==> config.mk <==
export PLATFORM = sky130hd
export DESIGN_NAME = pc060ha_sound_port
export DESIGN_NICKNAME = d
export VERILOG_FILES = /design/src/rtl/pc060ha_pkg.sv /design/src/rtl/pc060ha_mbox_flag.sv /design/src/rtl/pc060ha_sound_port.sv
export SDC_FILE = /design/constraint.sdc
export NUM_CORES = 1
export LEC_CHECK = 0
export ABC_AREA = 1
export ABC_CLOCK_PERIOD_IN_PS = 1500
export BUFFER_PORTS_ARGS = -buffer_cell sky130_fd_sc_hd__buf_2
export CAP_MARGIN = 25
export CORE_MARGIN = 8
export CORE_UTILIZATION = 40
export CTS_CLUSTER_DIAMETER = 200
export CTS_CLUSTER_SIZE = 20
export DETAILED_ROUTE_END_ITERATION = 12
export PLACE_DENSITY = 0.63
export SLEW_MARGIN = 0
export SYNTH_ARGS = -nofsm -noshare
export SYNTH_HDL_FRONTEND = slang
export SYNTH_SLANG_ARGS = --single-unit
==> constraint.sdc <==
create_clock -name CLK -period 1.5 [get_ports CLK]
set_input_delay 0.3 -clock CLK [delete_from_list [all_inputs] [get_ports CLK]]
set_output_delay 0.3 -clock CLK [all_outputs]
set_load 0.05 [all_outputs]
==> src/rtl/pc060ha_pkg.sv <==
// Shared constants and types for the PC060HA sound-side mailbox port.
package pc060ha_pkg;

    // Data-window index values that are not mailbox nibbles
    localparam logic [2:0] IDX_STATUS  = 3'd4;
    localparam logic [2:0] IDX_NMI_ON  = 3'd5;
    localparam logic [2:0] IDX_NMI_OFF = 3'd6;

    // Mailbox nibbles whose access drives a handshake flag
    localparam logic [2:0] IDX_HS_LO = 3'd1;
    localparam logic [2:0] IDX_HS_HI = 3'd3;

    // Flag bit positions, ordered to match the status nibble {S1, S0, M1, M0}
    localparam int FLAG_M0 = 0;
    localparam int FLAG_M1 = 1;
    localparam int FLAG_S0 = 2;
    localparam int FLAG_S1 = 3;
    localparam int NUM_FLAGS = 4;

    // Strobe capture state: IDLE waits for the strobe to be seen high after reset,
    // ARMED waits for a qualified low phase, ACTIVE holds a captured access.
    typedef enum logic [1:0] {
        CAP_IDLE   = 2'd0,
        CAP_ARMED  = 2'd1,
        CAP_ACTIVE = 2'd2
    } cap_state_e;

    // Auto-increment over the four mailbox nibbles, wrapping 3 -> 0
    function automatic logic [2:0] next_index(input logic [1:0] idx);
        return {1'b0, idx + 2'd1};
    endfunction

endpackage

==> src/rtl/pc060ha_mbox_flag.sv <==
// Single handshake flag: set has priority over clear, async active-low reset.
module pc060ha_mbox_flag (
    input  logic clk,
    input  logic rst_n,
    input  logic set,
    input  logic clr,
    output logic flag
);

    logic flag_q;
    logic flag_d;

    // Next flag value; a simultaneous set wins over a clear
    always_comb begin
        flag_d = flag_q;
        if (set) begin
            flag_d = 1'b1;
        end else if (clr) begin
            flag_d = 1'b0;
        end
    end

    // Flag register
    always_ff @(posedge clk or negedge rst_n) begin
        if (!rst_n) begin
            flag_q <= 1'b0;
        end else begin
            flag_q <= flag_d;
        end
    end

    assign flag = flag_q;

endmodule

==> src/rtl/pc060ha_sound_port.sv <==
// Sound-CPU side of the PC060HA mailbox: nibble register interface, handshake
// flags and NMI request towards the sound CPU.
module pc060ha_sound_port
    import pc060ha_pkg::*;
(
    input  logic       CLK,
    input  logic       nRESET,
    input  logic       nCS,
    input  logic       nRD,
    input  logic       nWR,
    input  logic       A0,
    input  logic [3:0] DIN,
    output logic [3:0] DOUT,
    input  logic       M_WR_STB,
    input  logic       M_RD_STB,
    input  logic [1:0] M_IDX,
    input  logic [3:0] M_DIN,
    output logic [3:0] M_DOUT,
    output logic [1:0] M_FLAGS,
    output logic       nNMI
);

    cap_state_e wr_state_q, wr_state_d;
    cap_state_e rd_state_q, rd_state_d;

    logic       wr_a0_q, wr_a0_d;
    logic [3:0] wr_din_q, wr_din_d;
    logic [2:0] wr_idx_q, wr_idx_d;
    logic       rd_a0_q, rd_a0_d;
    logic [2:0] rd_idx_q, rd_idx_d;
    logic       wre;
    logic       rde;

    logic [2:0]      index_q, index_d;
    logic            nmi_en_q, nmi_en_d;
    logic [3:0][3:0] mbox_m_q, mbox_m_d;
    logic [3:0][3:0] mbox_s_q, mbox_s_d;

    logic [NUM_FLAGS-1:0] flag_set;
    logic [NUM_FLAGS-1:0] flag_clr;
    logic [NUM_FLAGS-1:0] flag_q;

    // Write strobe tracker: captures the access every qualified low cycle and
    // fires the write event when nWR rises, whatever nCS does on that cycle
    always_comb begin
        wr_state_d = wr_state_q;
        wr_a0_d    = wr_a0_q;
        wr_din_d   = wr_din_q;
        wr_idx_d   = wr_idx_q;
        wre        = 1'b0;
        case (wr_state_q)
            CAP_IDLE: begin
                if (nWR) begin
                    wr_state_d = CAP_ARMED;
                end
            end
            CAP_ARMED: begin
                if (!nCS && !nWR) begin
                    wr_state_d = CAP_ACTIVE;
                    wr_a0_d    = A0;
                    wr_din_d   = DIN;
                    wr_idx_d   = index_q;
                end
            end
            CAP_ACTIVE: begin
                if (nWR) begin
                    wre        = 1'b1;
                    wr_state_d = CAP_ARMED;
                end else if (!nCS) begin
                    wr_a0_d  = A0;
                    wr_din_d = DIN;
                    wr_idx_d = index_q;
                end else begin
                    wr_state_d = CAP_ARMED;
                end
            end
            default: begin
                wr_state_d = CAP_IDLE;
            end
        endcase
    end

    // Read strobe tracker, same qualification rules as the write side
    always_comb begin
        rd_state_d = rd_state_q;
        rd_a0_d    = rd_a0_q;
        rd_idx_d   = rd_idx_q;
        rde        = 1'b0;
        case (rd_state_q)
            CAP_IDLE: begin
                if (nRD) begin
                    rd_state_d = CAP_ARMED;
                end
            end
            CAP_ARMED: begin
                if (!nCS && !nRD) begin
                    rd_state_d = CAP_ACTIVE;
                    rd_a0_d    = A0;
                    rd_idx_d   = index_q;
                end
            end
            CAP_ACTIVE: begin
                if (nRD) begin
                    rde        = 1'b1;
                    rd_state_d = CAP_ARMED;
                end else if (!nCS) begin
                    rd_a0_d  = A0;
                    rd_idx_d = index_q;
                end else begin
                    rd_state_d = CAP_ARMED;
                end
            end
            default: begin
                rd_state_d = CAP_IDLE;
            end
        endcase
    end

    // Event actions from both CPUs; a sound write overrides a sound read's index update
    always_comb begin
        index_d  = index_q;
        nmi_en_d = nmi_en_q;
        mbox_m_d = mbox_m_q;
        mbox_s_d = mbox_s_q;
        flag_set = '0;
        flag_clr = '0;

        if (rde && rd_a0_q && !rd_idx_q[2]) begin
            index_d = next_index(rd_idx_q[1:0]);
            if (rd_idx_q == IDX_HS_LO) begin
                flag_clr[FLAG_M0] = 1'b1;
            end
            if (rd_idx_q == IDX_HS_HI) begin
                flag_clr[FLAG_M1] = 1'b1;
            end
        end

        if (wre) begin
            if (!wr_a0_q) begin
                index_d = wr_din_q[2:0];
            end else if (!wr_idx_q[2]) begin
                mbox_s_d[wr_idx_q[1:0]] = wr_din_q;
                index_d = next_index(wr_idx_q[1:0]);
                if (wr_idx_q == IDX_HS_LO) begin
                    flag_set[FLAG_S0] = 1'b1;
                end
                if (wr_idx_q == IDX_HS_HI) begin
                    flag_set[FLAG_S1] = 1'b1;
                end
            end else if (wr_idx_q == IDX_NMI_ON) begin
                nmi_en_d = 1'b1;
            end else if (wr_idx_q == IDX_NMI_OFF) begin
                nmi_en_d = 1'b0;
            end
        end

        if (M_WR_STB) begin
            mbox_m_d[M_IDX] = M_DIN;
            if (M_IDX == IDX_HS_LO[1:0]) begin
                flag_set[FLAG_M0] = 1'b1;
            end
            if (M_IDX == IDX_HS_HI[1:0]) begin
                flag_set[FLAG_M1] = 1'b1;
            end
        end

        if (M_RD_STB) begin
            if (M_IDX == IDX_HS_LO[1:0]) begin
                flag_clr[FLAG_S0] = 1'b1;
            end
            if (M_IDX == IDX_HS_HI[1:0]) begin
                flag_clr[FLAG_S1] = 1'b1;
            end
        end
    end

    // Capture trackers, index, NMI enable and mailbox storage
    always_ff @(posedge CLK or negedge nRESET) begin
        if (!nRESET) begin
            wr_state_q <= CAP_IDLE;
            rd_state_q <= CAP_IDLE;
            wr_a0_q    <= 1'b0;
            wr_din_q   <= 4'h0;
            wr_idx_q   <= 3'd0;
            rd_a0_q    <= 1'b0;
            rd_idx_q   <= 3'd0;
            index_q    <= 3'd0;
            nmi_en_q   <= 1'b0;
            mbox_m_q   <= '0;
            mbox_s_q   <= '0;
        end else begin
            wr_state_q <= wr_state_d;
            rd_state_q <= rd_state_d;
            wr_a0_q    <= wr_a0_d;
            wr_din_q   <= wr_din_d;
            wr_idx_q   <= wr_idx_d;
            rd_a0_q    <= rd_a0_d;
            rd_idx_q   <= rd_idx_d;
            index_q    <= index_d;
            nmi_en_q   <= nmi_en_d;
            mbox_m_q   <= mbox_m_d;
            mbox_s_q   <= mbox_s_d;
        end
    end

    // Handshake flags, one set-priority register each
    for (genvar i = 0; i < NUM_FLAGS; i++) begin : g_flag
        pc060ha_mbox_flag u_flag (
            .clk   (CLK),
            .rst_n (nRESET),
            .set   (flag_set[i]),
            .clr   (flag_clr[i]),
            .flag  (flag_q[i])
        );
    end

    // Sound-CPU read mux: index register, mailbox window or status nibble
    always_comb begin
        DOUT = 4'h0;
        if (!A0) begin
            DOUT = {1'b0, index_q};
        end else if (!index_q[2]) begin
            DOUT = mbox_m_q[index_q[1:0]];
        end else if (index_q == IDX_STATUS) begin
            DOUT = flag_q;
        end
    end

    assign M_DOUT  = mbox_s_q[M_IDX];
    assign M_FLAGS = {flag_q[FLAG_S1], flag_q[FLAG_S0]};
    assign nNMI    = ~(nmi_en_q & (flag_q[FLAG_M0] | flag_q[FLAG_M1]));

endmodule

== Word-level counts from Yosys, hierarchy flattened ==
Index checks and enable logic that the tools add are counted.
Word-level totals
  flip-flop bits (word level): 56
  word-level logic and storage cells: 150
  input port bits: 18
Cells by class
  add/subtract/negate cells: 2
  bitwise operators: 4
  mux-type cells: 70
  equality and inequality tests: 23
  $lt $le $gt $ge: 5
  reduce and logical (&&, ||, !) cells: 25
Operators with widths (count)
  4-bit two-way mux: 10
  16-bit bitwise mux: 2
  3-bit two-way mux: 9
  2-bit two-way mux: 13
  1-bit two-way mux: 25
  4-bit binary-select mux with 2-bit select: 2
  4-bit demux with 2-bit select: 2
  2-bit inequality test (second input constant): 8
  2-bit nonzero test: 7
  2-bit one-hot mux with 3 select lines: 2
  3-bit one-hot mux with 2 select lines: 2
  4-bit AND reduction: 3
  3-bit equality test (second input constant): 3
  2-bit by 3-bit less-than comparator with 1-bit output (second input constant): 3
  3-bit AND reduction: 3
  4-bit one-hot mux with 2 select lines: 1
  2-bit by 1-bit equality test with 1-bit output (second input constant): 3
  2-bit equality test (second input constant): 3
  3-bit by 1-bit equality test with 1-bit output (second input constant): 2
  3-bit by 2-bit equality test with 1-bit output (second input constant): 2
  1-bit logical AND: 6
  3-bit inequality test (second input constant): 2
  2-bit by 1-bit adder with 2-bit output (second input constant): 2
  2-bit by 1-bit greater-or-equal comparator with 1-bit output (second input constant): 2
  6 further kinds: 12

== Depth between registers and ports, before layout ==
  word-level depth: 8
  gate-level depth with buffers: 8
  depth with buffers taken out: 6

== Modules after synthesis ==
From an unflattened synthesis, not the netlist that was laid out.
Second synthesis, totals
  cell total of the unflattened synthesis: 343
  area total of the unflattened synthesis: 2745.1 um^2
By module, submodules not included
  pc060ha_sound_port: seq. area each 1301.2 um^2, cells an instance 323, area each 2585.0 um^2, instances 1
  pc060ha_mbox_flag: seq. area each 25.0 um^2, cells an instance 5, area each 40.0 um^2, instances 4

== Worst setup path after synthesis ==
OpenSTA, ideal clock, no wires.
  path type: reg2out
  from: register index_q[0]
  to: output port DOUT[0]
  arrival: 1.637 ns
  path slack: -0.437 ns
  stages on the path, launching flop included: 8
  cell sequence: dfrtp_1 > buf_6 > inv_2 > buf_6 > nand4_1 > nand2_1 > inv_1 > a21oi_1
Between the ends
  cells in the longest elaborated chain, start to end: 4
RTL lines
  start, declared: line pc060ha_sound_port.sv:34  | logic [2:0] index_q, index_d;
  start signal, assigned: line pc060ha_sound_port.sv:199  | index_q <= index_d;
  4-bit binary-select mux with 2-bit select / 3-bit equality test (equally long branches): line pc060ha_sound_port.sv:223, pc060ha_sound_port.sv:224
  4-bit two-way mux (on tied branches): line pc060ha_sound_port.sv:223, pc060ha_sound_port.sv:224
  4-bit two-way mux: line pc060ha_sound_port.sv:222  | end else if (!index_q[2]) begin
  4-bit two-way mux (*): line pc060ha_sound_port.sv:220  | if (!A0) begin
  end, declared: line pc060ha_sound_port.sv:13  | output logic [3:0] DOUT,
Every way passes the cells marked *; elsewhere a longest branch is shown, timed or not. The select of a mux whose other input is x is not followed.

== Final worst setup path ==
  from: register index_q[0]
  to: output port DOUT[2]
Between the ends
  cells in the longest elaborated chain, start to end: 4
RTL lines (line)
  4-bit binary-select mux with 2-bit select / 3-bit equality test (equally long branches): pc060ha_sound_port.sv:223, pc060ha_sound_port.sv:224
  4-bit two-way mux (on tied branches): pc060ha_sound_port.sv:223, pc060ha_sound_port.sv:224
  4-bit two-way mux (*): pc060ha_sound_port.sv:222
  4-bit two-way mux (*): pc060ha_sound_port.sv:220
Marked as above.

==> run metrics <==
CTS tree yes; Worst-Margin Slew 0.3006 ns; RSZ-0062 raised after global routing yes; Switch Pwr 0.002271 W; yosys warns 0; largest net degree at the start of global routing 49; Power Total 0.005532 W; Fmax achieved 0.5449 GHz; crit path time final 1.835 ns; area share of the largest cell type after synthesis 50.91%; vias in the first global route 2195; Worst Setup Path Type flop to output port; DR WL/cell 13.89 microns; switching share of power 41.05%; initial DRC count 100; antenna-violating nets left 0; net count after synthesis 351; H-tree depth 2; met2 wire len 2876 microns; critical path capture point type output port; die height 98.96 microns; number of top-level pins 29; Flop pwr share 40.1%; global route overflow 0; Buffers on Ports 28; worst endpoint required time 1.20 ns; ratio of cells with drive above 1 in the final layout 27.54%; Met3 Wirelength 210 microns; Worst Path Max Fanout 5; Area Growth Syn to Fin 23.09%; CTS root buffer clkbuf_8; leakage power 1.764 nW; syn_area_per_cell 8.418 sq um; Startpoint Class flop; combinational power share 41.8%; DRC errors left 0; Yosys top cell by area dfrtp_1; initial antenna violation count 0; Die X 98.96 microns; placed wire-length estimate 4593 microns; synth top area cells dfrtp_1 51%, nand2_1 13%, inv_1 6.1%; Yosys reg bits 56; status complete, but fails checks; core area 0.006719 sq mm; Pins Over Slew Limit 0; Hold Fails Final Rpt 0; clock buffer depth 2; top sig layer met4; DRT Wirelength 6305 microns; post-synthesis sequential area ratio 50.91%; hold slack 0.1950 ns; Max Cap Viol 0; Syn Std Cell Area 0.002753 sq mm; DR vias/cell 4.881; worst-case reg-to-reg path depth 6; Final Setup Violations 5; Initial Util 40.97%; clock share of power 18.1%; distinct cell type count of the synthesized netlist 26; Fin Clk Skew 0.01023 ns; die area 0.009792 sq mm; worst skew pair latency 0.31 ns; final worst setup slack -0.3352 ns; P per Cell Area 1633 mW/mm^2; Slew HR 79.94%; Worst EP arrival 1.54 ns; vias 2216; hold crit path type input port to flop; Internal Power 0.003261 W; hold path depth 3; peak supply drop 0.6723 mV; antenna cells 0; CTS Buf Count 5; All-Layer GR Usage 13.22%; Pre-Repair DR Iteration Count 4; Placement Rows 30; violations in the final reports negative setup slack; Syn Inst Count 327; period utilization 122.3%; clock-pin slew on the worst setup and hold paths 0.11 ns; first-pass GRT wire length 10500 microns; RD Place Congestion 0.8402; # nets final 397; met1 wire length 3153 microns; Sink Count 56; post-layout util 50.43%
-- final cells by class --
type                            instances  area, sq um
Clock inverter                          3        42.54
Multi-Input combinational cell        217         1252
Fill cell                             621         3331
Timing Repair Buffer                   44        332.8
Tap cell                               80        100.1
Sequential cell                        56         1403
Inverter                               49        188.9
Clock buffer                            5        68.82
-- final timing paths --
check | start | to | slack, ns
max | index_q[0]$_DFF_PN0_ | DOUT[2] | -0.34
min | DIN[0] | wr_din_q[0]$_DFFE_PN0P_ | 0.20
max reg2reg | wr_state_q[0]$_DFFE_PN0P_ | index_q[1]$_DFF_PN0_ | 0.28
min reg2reg | mbox_s_q[8]$_DFFE_PN0P_ | mbox_s_q[8]$_DFFE_PN0P_ | 0.50
max in group asynchronous | nRESET | wr_state_q[0]$_DFFE_PN0P_ | 0.61
min in group asynchronous | nRESET | mbox_m_q[11]$_DFFE_PN0P_ | 0.36
-- Yosys cell counts --
cell	number
buf_2	1
nor3_1	1
nor2_2	1
clkinv_1	1
o21ai_0	30
nor2_1	9
ha_1	6
inv_2	3
dfrtp_1	56
nand2_1	97
xor2_1	1
o21ai_2	6
buf_4	2
nand4_1	6
buf_6	2
a22oi_1	5
nor2_4	2
inv_1	45
nand2_2	2
nand2_4	6
nand3_2	2
nor2_8	1
nand3_1	20
o21ai_1	14
a21oi_1	7
or2_1	1
-- logic make-up after synthesis --
family                   synth area share (%)
AO/OA/AOI/OAI                           12.55
XOR/XNOR                               0.3182
adder cells (fa/ha/maj)                 2.727
buffers and inverters                   8.227
flip-flops                              50.91
AND/OR/NAND/NOR                         25.27
-- repair_timing --
action                     4_1_cts  5_1_grt
hold endpoints to repair         8        0
hold buffers                     1        0
setup buffers                    0        3
resized for setup               20       24
gates cloned                     0        1
setup endpoints to repair        8        8
pin swaps                        4       20
-- layer usage --
metal,vias to the layer above,track usage (%)
li1,1131,-
met1,1048,18.08
met2,30,20.48
met3,7,2.819
met4,0,3.660
met5,-,0
-- critical path: stages (launching register included) --
cell,delay (ns)
dfrtp_2,0.47
buf_6,0.16
nand2_2,0.07
nand3_2,0.08
nand2_2,0.08
nand2_2,0.06
a21oi_4,0.13
buf_6,0.17
-- metrics by stage --
| step | instances | worst slack, ns | setup TNS [ns] | cell area (sq um) |
|---|---|---|---|---|
| global route | 454 | -0.4189 | -1.593 | 3388 |
| detailed placement | 441 | -0.03266 | -0.07184 | 3088 |
| finish | 454 | -0.3352 | -1.213 | 3388 |
| floorplan | 327 | -0.1358 | -0.1358 | 2798 |
| CTS | 450 | -0.2800 | -1.117 | 3272 |
| global placement | 441 | -0.01401 | -0.01617 | 3088 |
-- sequential cells by signal (all words and copies together) (netlist names) --
| name | cells |
|---|---|
| g_flag.u_flag.flag | 4 |
| rd_a0_q | 1 |
| rd_state_q | 2 |
| wr_idx_q | 3 |
| wr_state_q | 2 |
| nmi_en_q | 1 |
| wr_din_q | 4 |
| index_q | 3 |
| wr_a0_q | 1 |
| rd_idx_q | 3 |
| mbox_s_q | 16 |
| mbox_m_q | 16 |
-- placed cells by master, fill, tap and decap left out, types with 3 or more instances in the layout --
cell	instances
inv_2	3
nand2_2	13
nand3_1	13
buf_4	12
o21ai_2	6
inv_1	44
buf_6	10
nand3_2	9
clkbuf_8	5
nand2_4	7
nor2_1	9
a21oi_1	3
a21oi_4	3
dfrtp_1	55
o21ai_1	15
a22oi_2	4
o21ai_0	29
nand2_1	85
nand4_1	6
buf_2	20
ha_1	6
-- power groups by stage --
stage	clock network (W)	logic, W	registers [W]
CTS	0.00102	0.00213	0.00219
detailed placement	0	0.00199	0.00221
global route	0.00109	0.00255	0.00227
global placement	0	0.00194	0.00219
floorplan	0	0.00153	0.00213
finish	0.00100	0.00231	0.00222
Note: power is estimated with default switching activity, not from simulation.
